$ cat src/rtl/fsm_multi_ch.sv
// Multi-channel Idle/Start/Stop/Clear handshake FSM with per-channel glitch filter,
// stall timeout with lock-out, registered K1/K2/Err pulses and a shared saturating done counter.
module fsm_multi_ch #(
  parameter int unsigned CH      = 4,
  parameter int unsigned FILT    = 4,
  parameter int unsigned TIMEOUT = 16,
  parameter int unsigned CNT_W   = 8
) (
  input  logic              clk,
  input  logic              rst_n,
  input  logic              en,
  input  logic              cnt_clr,
  input  logic [CH-1:0]     a,
  output logic [CH-1:0]     k1,
  output logic [CH-1:0]     k2,
  output logic [CH-1:0]     err,
  output logic [2*CH-1:0]   state,
  output logic [CNT_W-1:0]  done_cnt
);

  localparam int unsigned FC_W  = $clog2(FILT + 1);
  localparam int unsigned TC_W  = (TIMEOUT > 1) ? $clog2(TIMEOUT) : 1;
  localparam int unsigned TMAX  = (TIMEOUT > 0) ? TIMEOUT - 1 : 0;
  localparam int unsigned SUM_W = CNT_W + $clog2(CH + 1);

  typedef enum logic [1:0] {
    IDLE  = 2'b00,
    START = 2'b01,
    STOP  = 2'b10,
    CLEAR = 2'b11
  } st_e;

  st_e              st_q  [CH];
  st_e              st_n  [CH];
  logic [TC_W-1:0]  tc_q  [CH];
  logic [TC_W-1:0]  tc_n  [CH];
  logic [FC_W-1:0]  fc_q  [CH];
  logic [CH-1:0]    af_q;
  logic [CH-1:0]    lock_q;
  logic [CH-1:0]    lock_n;
  logic [CH-1:0]    k1_n;
  logic [CH-1:0]    k2_n;
  logic [CH-1:0]    err_n;
  logic [CNT_W-1:0] done_n;
  logic [SUM_W-1:0] sum;

  // Glitch filter: accept a new input level only after FILT consecutive mismatching samples
  always_ff @(posedge clk or negedge rst_n) begin
    if (!rst_n) begin
      af_q <= '0;
      for (int i = 0; i < CH; i++) fc_q[i] <= '0;
    end else begin
      for (int i = 0; i < CH; i++) begin
        if (a[i] == af_q[i]) begin
          fc_q[i] <= '0;
        end else if (fc_q[i] == FC_W'(FILT - 1)) begin
          af_q[i] <= a[i];
          fc_q[i] <= '0;
        end else begin
          fc_q[i] <= fc_q[i] + FC_W'(1);
        end
      end
    end
  end

  // State, timeout, lock and output registers
  always_ff @(posedge clk or negedge rst_n) begin
    if (!rst_n) begin
      for (int i = 0; i < CH; i++) begin
        st_q[i] <= IDLE;
        tc_q[i] <= '0;
      end
      lock_q   <= '0;
      k1       <= '0;
      k2       <= '0;
      err      <= '0;
      done_cnt <= '0;
    end else begin
      for (int i = 0; i < CH; i++) begin
        st_q[i] <= st_n[i];
        tc_q[i] <= tc_n[i];
      end
      lock_q   <= lock_n;
      k1       <= k1_n;
      k2       <= k2_n;
      err      <= err_n;
      done_cnt <= done_n;
    end
  end

  // Next-state, timeout and pulse logic; a due transition always beats the timeout
  always_comb begin
    lock_n = lock_q;
    k1_n   = '0;
    k2_n   = '0;
    err_n  = '0;
    for (int i = 0; i < CH; i++) begin
      st_n[i] = st_q[i];
      tc_n[i] = tc_q[i];
      if (en) begin
        if (st_q[i] == IDLE && !af_q[i]) lock_n[i] = 1'b0;
        unique case (st_q[i])
          IDLE:  if (af_q[i] && !lock_q[i]) st_n[i] = START;
          START: if (!af_q[i]) st_n[i] = STOP;
          STOP:  if (af_q[i]) begin
                   st_n[i] = CLEAR;
                   k2_n[i] = 1'b1;
                 end
          CLEAR: if (!af_q[i]) begin
                   st_n[i] = IDLE;
                   k1_n[i] = 1'b1;
                 end
        endcase
        if (st_n[i] != st_q[i]) begin
          tc_n[i] = '0;
        end else if (TIMEOUT > 0 && (st_q[i] == START || st_q[i] == STOP)) begin
          if (tc_q[i] == TC_W'(TMAX)) begin
            st_n[i]   = IDLE;
            lock_n[i] = 1'b1;
            err_n[i]  = 1'b1;
            tc_n[i]   = '0;
          end else begin
            tc_n[i] = tc_q[i] + TC_W'(1);
          end
        end
      end
    end
  end

  // Saturating completed-cycle counter; clear wins over increment
  always_comb begin
    sum = SUM_W'(done_cnt);
    for (int i = 0; i < CH; i++) sum = sum + SUM_W'(k1_n[i]);
    if (cnt_clr) begin
      done_n = '0;
    end else if (sum > SUM_W'({CNT_W{1'b1}})) begin
      done_n = '1;
    end else begin
      done_n = CNT_W'(sum);
    end
  end

  for (genvar g = 0; g < CH; g++) begin : g_state
    assign state[2*g+1:2*g] = st_q[g];
  end

endmodule

$ cat config.mk
export PLATFORM = sky130hd
export DESIGN_NAME = fsm_multi_ch
export DESIGN_NICKNAME = d
export VERILOG_FILES = /design/src/rtl/fsm_multi_ch.sv
export SDC_FILE = /design/constraint.sdc
export NUM_CORES = 1
export LEC_CHECK = 0
export BUFFER_PORTS_ARGS = -buffer_cell sky130_fd_sc_hd__buf_2
export CORE_MARGIN = 1.5
export CORE_UTILIZATION = 30
export CTS_BUF_LIST = sky130_fd_sc_hd__clkbuf_8
export CTS_CLUSTER_SIZE = 20
export DETAILED_ROUTE_END_ITERATION = 10
export PLACE_DENSITY = 0.45
export SYNTH_ARGS = -nofsm -noshare
export SYNTH_HDL_FRONTEND = slang
export SYNTH_SLANG_ARGS = --single-unit
$ cat constraint.sdc
create_clock -name clk -period 3.1 [get_ports clk]
set_clock_uncertainty 0.05 [all_clocks]
set_input_delay 0.31 -clock clk [delete_from_list [all_inputs] [get_ports clk]]
set_output_delay 0.31 -clock clk [all_outputs]
set_load 0.02 [all_outputs]
### Yosys cells after proc, flatten, opt, wreduce, memory -nomap -nowiden

Cells that the tools add are included.

* mux-type cells: 114
* bitwise operators: 4
* magnitude comparators: 1
* equal/unequal tests: 28
* add/subtract/negate cells: 12
* reductions and logical operators: 36

Operators by type and width (count)
* two-way mux 2 bit: 32
* two-way mux 1 bit: 56
* two-way mux 4 bit: 12
* case mux 2 bit (4 select lines): 4
* two-way mux 3 bit: 8
* adder 4 x 1 -> 4 bit (second input constant): 4
* equality test 2 bit (second input constant): 8
* equality test 4 bit (second input constant): 4
* two-way mux 8 bit: 2
* AND reduction 2 bit: 8
* adder 3 x 1 -> 3 bit (second input constant): 4
* equality test 3 x 2 -> 1 bit (second input constant): 4
* adder 10 x 1 -> 11 bit: 1
* adder 11 x 1 -> 11 bit: 1
* greater-than comparator 11 x 8 -> 1 bit (second input constant): 1
* adder 9 x 1 -> 10 bit: 1
* adder 8 x 1 -> 9 bit: 1
* equality test 2 x 1 -> 1 bit (second input constant): 4
* logical AND 1 bit: 8
* logical NOT 1 bit: 8
* logical NOT 2 bit: 4
* != test 2 bit: 4
* nonzero test 2 bit: 4
* equality test 1 bit: 4
* other kinds (2): 8

* word-level logic and storage cells: 216
* bits of input ports: 8
* register bits after elaboration: 64
* output and inout port bits: 28

### Logic depth before layout (Yosys ltp)

* word-level depth: 10
* gate-level depth with buffers: 12
* depth with buffers taken out: 12

### Worst setup path before layout

OpenSTA, ideal clock, no wires.

* path kind: register -> register
* start point: register st_q, in the netlist state[0]
* end point: register done_cnt[6]
* buffers on the path: 0
* data required time: 2964 ps
* stages on the path, launching flop included: 13
* library setup time: 86 ps
* path slack: 70 ps
* arrival: 2894 ps
* period minus slack after synthesis: 3030 ps
* cell sequence: dfrtp_1 -> ha_1 -> inv_1 -> nor3_1 -> fa_1 -> inv_1 -> fa_1 -> inv_1 -> fa_1 -> and3_1 -> and3_1 -> and3b_1 -> nor3_1

* word-level cells in the longest chain between the ends: 10

RTL lines
* start: declaration: line 33 `st_e st_q [CH];`
* start signal: indexed assignment: line 80 `st_q[i] <= st_n[i];`
* equality test 2 bit *: line 102 `unique case (st_q[i])`
* two-way mux 1 bit *: line 102
* two-way mux 1 bit *: line 100 `if (en) begin`
* named net k1_n[0]: line 41 `logic [CH-1:0] k1_n;`
* adder 8 x 1 -> 9 bit *: line 133 `for (int i = 0; i < CH; i++) sum = sum + SUM_W'(k1_n[i]);`
* adder 9 x 1 -> 10 bit *: line 133
* adder 10 x 1 -> 11 bit *: line 133
* adder 11 x 1 -> 11 bit *: line 133
* greater-than comparator 11 x 8 -> 1 bit: line 136 `end else if (sum > SUM_W'({CNT_W{1'b1}})) begin`
* two-way mux 8 bit *: line 136
* two-way mux 8 bit *: line 134 `if (cnt_clr) begin`
* named net done_n[6]: line 44 `logic [CNT_W-1:0] done_n;`
* end signal: assignment: line 87 `done_cnt <= done_n;`
* end: declaration: line 18 `output logic [CNT_W-1:0] done_cnt`

Mark *: on every way through the listed nets, which the timed path passes. The rest lies on a longest branch.
A chain may end at the register's enable or synchronous reset.

### Worst setup path in the final report

* start point: register st_q, in the netlist state[4]
* end point: register done_cnt[0]

* word-level cells in the longest chain between the ends: 8

RTL lines (line)
* equality test 2 bit *: 102
* two-way mux 1 bit *: 102
* two-way mux 1 bit *: 100
* named net k1_n[2]: 41
* adder 10 x 1 -> 11 bit *: 133
* adder 11 x 1 -> 11 bit *: 133
* greater-than comparator 11 x 8 -> 1 bit: 136
* two-way mux 8 bit *: 136
* two-way mux 8 bit *: 134
* named net done_n[0]: 44

Marked as above.

==> impl_metrics.ini <==
[sta]
slew_headroom_pct = 44.94
setup_viol = 0
slew_violations = 0
rsz0062_at_grt = true
worst_pin_slew_ns = 0.8258
max_freq_mhz = 346.2
fin_crit_ns = 2.888
final.setup.worst_slack_ns = 0.2118
finalHoldViolCount = 0
holdWs_ns = 0.07842
period_share_pct = 93.17

[logic_synthesis]
syn_avg_cell_area_um2 = 9.676
netlist_area_um2 = 3696
synth_edf_count = 0
synth_area_leader_cell = dfrtp_1
synth-main-ff-cell = dfrtp_1
synth-seq-area-share_pct = 43.33
ys_ff_latch = 64
synth_top_area_share_pct = 43.33
yosysWarningCount = 0
syn_inst = 382
synth.distinct_cells = 64
synthTopCellsByArea = dfrtp_1, ha_1, nand2_1, a21oi_1, inv_1
ys_async_sr_fraction_pct = 100.0
postSynthNetCount = 418

[global_route]
overflow = 0
grt_first_pass_wirelength_um = 13610
grtUsageMet3_pct = 2.604
grt_max_degree = 65
grt.total_usage_pct = 13.48
antenna_found_initial = 0
met2_usage_pct = 21.45
grt_use_met1_pct = 17.54
grt_pass1_vias = 2739
gr-max-usage-layer = met2

[cells_and_area]
n_fill_cell = 1204
syn_to_final_growth_pct = 16.55
n_antenna_cell = 0
nNetsFinal = 463
drive_gt1_share_pct = 18.29
postLayoutCellArea_um2 = 4308

[worst_setup_path]
crit_fanout = 6
critPathBufInv = 2
critPathLaunchType = flop
crit_chain = ha_1, and3_1, fa_1, inv_1, fa_1, inv_1, fa_1, and3_1, and3_1, nand3_2, a21oi_1
max_stage_delay_ns = 0.49
path_delay_family = adder cells
r2r-start = state[4]$_DFFE_PN0P_
end_kind = flop
worst_path_max_delay_cell = fa_1
crit_type = flop to flop
crit_arrival_ns = 3.13
worstSetupStartpoint = state[4]$_DFFE_PN0P_
cp.required_ns = 3.34

[power_and_ir_drop]
irDropWorstVdd_uv = 311.5
p_per_area_nw_per_um2 = 925.1
leakagePower_uw = 0.002043

[die]
start_util_pct = 30.77
die_area_um2 = 12990
fp.dieW_um = 114.0
core_area_um2 = 12010
ios = 36
rows = 40
die_height_um = 114.0

[drt]
wl_um = 8047
num_vias = 2945
drtIter0Drc = 93
via_per_inst = 5.086
drc = 0
firstDrtPassIters = 4
wl_per_cell_um = 13.90
antenna_left = 0

[placement]
placed_area_um2 = 4071
globalplace.congestion = 0.7770
io_buffers = 35
place_ws_ns = 0.09343
place_hpwl_um = 5600

[clocking]
postCtsHoldBufs = 0
clk_pin_slew_ns = 0.08
ctsRootBufferMaster = clkbuf_8
clock_latency_ns = 0.36
htree_num_levels = 3
tritoncts = yes
clockBufferDepth = 2
cts-buffers-inserted = 9
clock-sinks = 64

[job]
max_cap_violations = 0

[worst_hold_path]
min_path_type = input port to asynchronous set/reset pin

[status]
status = finished, final reports clean
state kept, by name, indices dropped and copies added, names as in the netlist:
name,count
k1,4
fc_q,12
af_q,4
k2,4
state,8
done_cnt,8
lock_q,4
tc_q,16
err,4
placed cells by master (no fill, tap or decap), types with 10 or more instances in the layout:
cell type and instances:
nor2b_1 12, nand2_1 35, and3_1 10, dfrtp_1 64, o21ai_0 19, buf_2 35
a21oi_1 25, inv_1 32, nor2_1 22, ha_1 25
per-layer routing:
layer  part of all wire [%]  up-vias
li1                       -     1454
met1                     48     1441
met2                     47       38
met3                    2.8       12
met4                    2.2        0
met5                      0        -
repair_timing:
action | CTS | global route
buffers inserted | 0 | 0
setup endpoints to repair | 0 | 7
gates resized for setup | 0 | 3
report_power, final:
group	switching, uW	internal [uW]
clock	362	452
sequential	193	1030
combinational	1160	782
cell type report:
type	instances	area [um^2]	share of cell area (%)
inverter	33	123.9	2.875
timing repair buffer	44	242.7	5.635
multi-input combinational	275	1936	44.93
sequential	64	1602	37.18
tap	147	183.9	4.270
clock buffer	9	123.9	2.875
clock inverter	7	96.34	2.236
path summary, 6_finish.rpt:
path	endpoint	cells after the start	slack, ns
worst max-delay path	done_cnt[0]$_DFF_PN0_	11	0.21
worst min-delay path	err[2]$_DFF_PN0_	2	0.08
worst max register to register	done_cnt[0]$_DFF_PN0_	11	0.21
worst min register to register	fc_q[6]$_DFF_PN0_	1	0.39
max in group asynchronous	k2[3]$_DFF_PN0_	2	2.39
min in group clk	af_q[2]$_DFFE_PN0P_	3	0.13
cell usage after synthesis (9+ instances only):
library cell  instances
o22ai_1               9
nand2_1              35
inv_1                32
nor2b_1              12
ha_1                 25
a21oi_1              25
and3_1               10
nor2_1               22
o21ai_0              19
nor3_1               10
dfrtp_1              64
cells by family after synthesis:
family / Yosys count / synth area share (%)
adder cells (fa/ha/maj): 28 / 10.09
buffers and inverters: 43 / 4.739
flip-flops: 64 / 43.33
multiplexers: 3 / 0.8801
AO/OA/AOI/OAI: 110 / 20.95
XOR/XNOR: 8 / 1.896
AND/OR/NAND/NOR: 126 / 18.11
metrics by stage:
stage | total power (uW) | setup TNS (ns) | std cells | util [%]
after floorplan | 2690 | 0 | 382 | -
after global placement | 3184 | 0 | 563 | 33.90
after detailed placement | 3175 | 0 | 563 | 33.90
after CTS | 4023 | 0 | 579 | 35.73
after global routing | 4357 | -0.04243 | 579 | 35.86
final | 3985 | 0 | 579 | 35.86
Power figures use the tool's default switching activity.
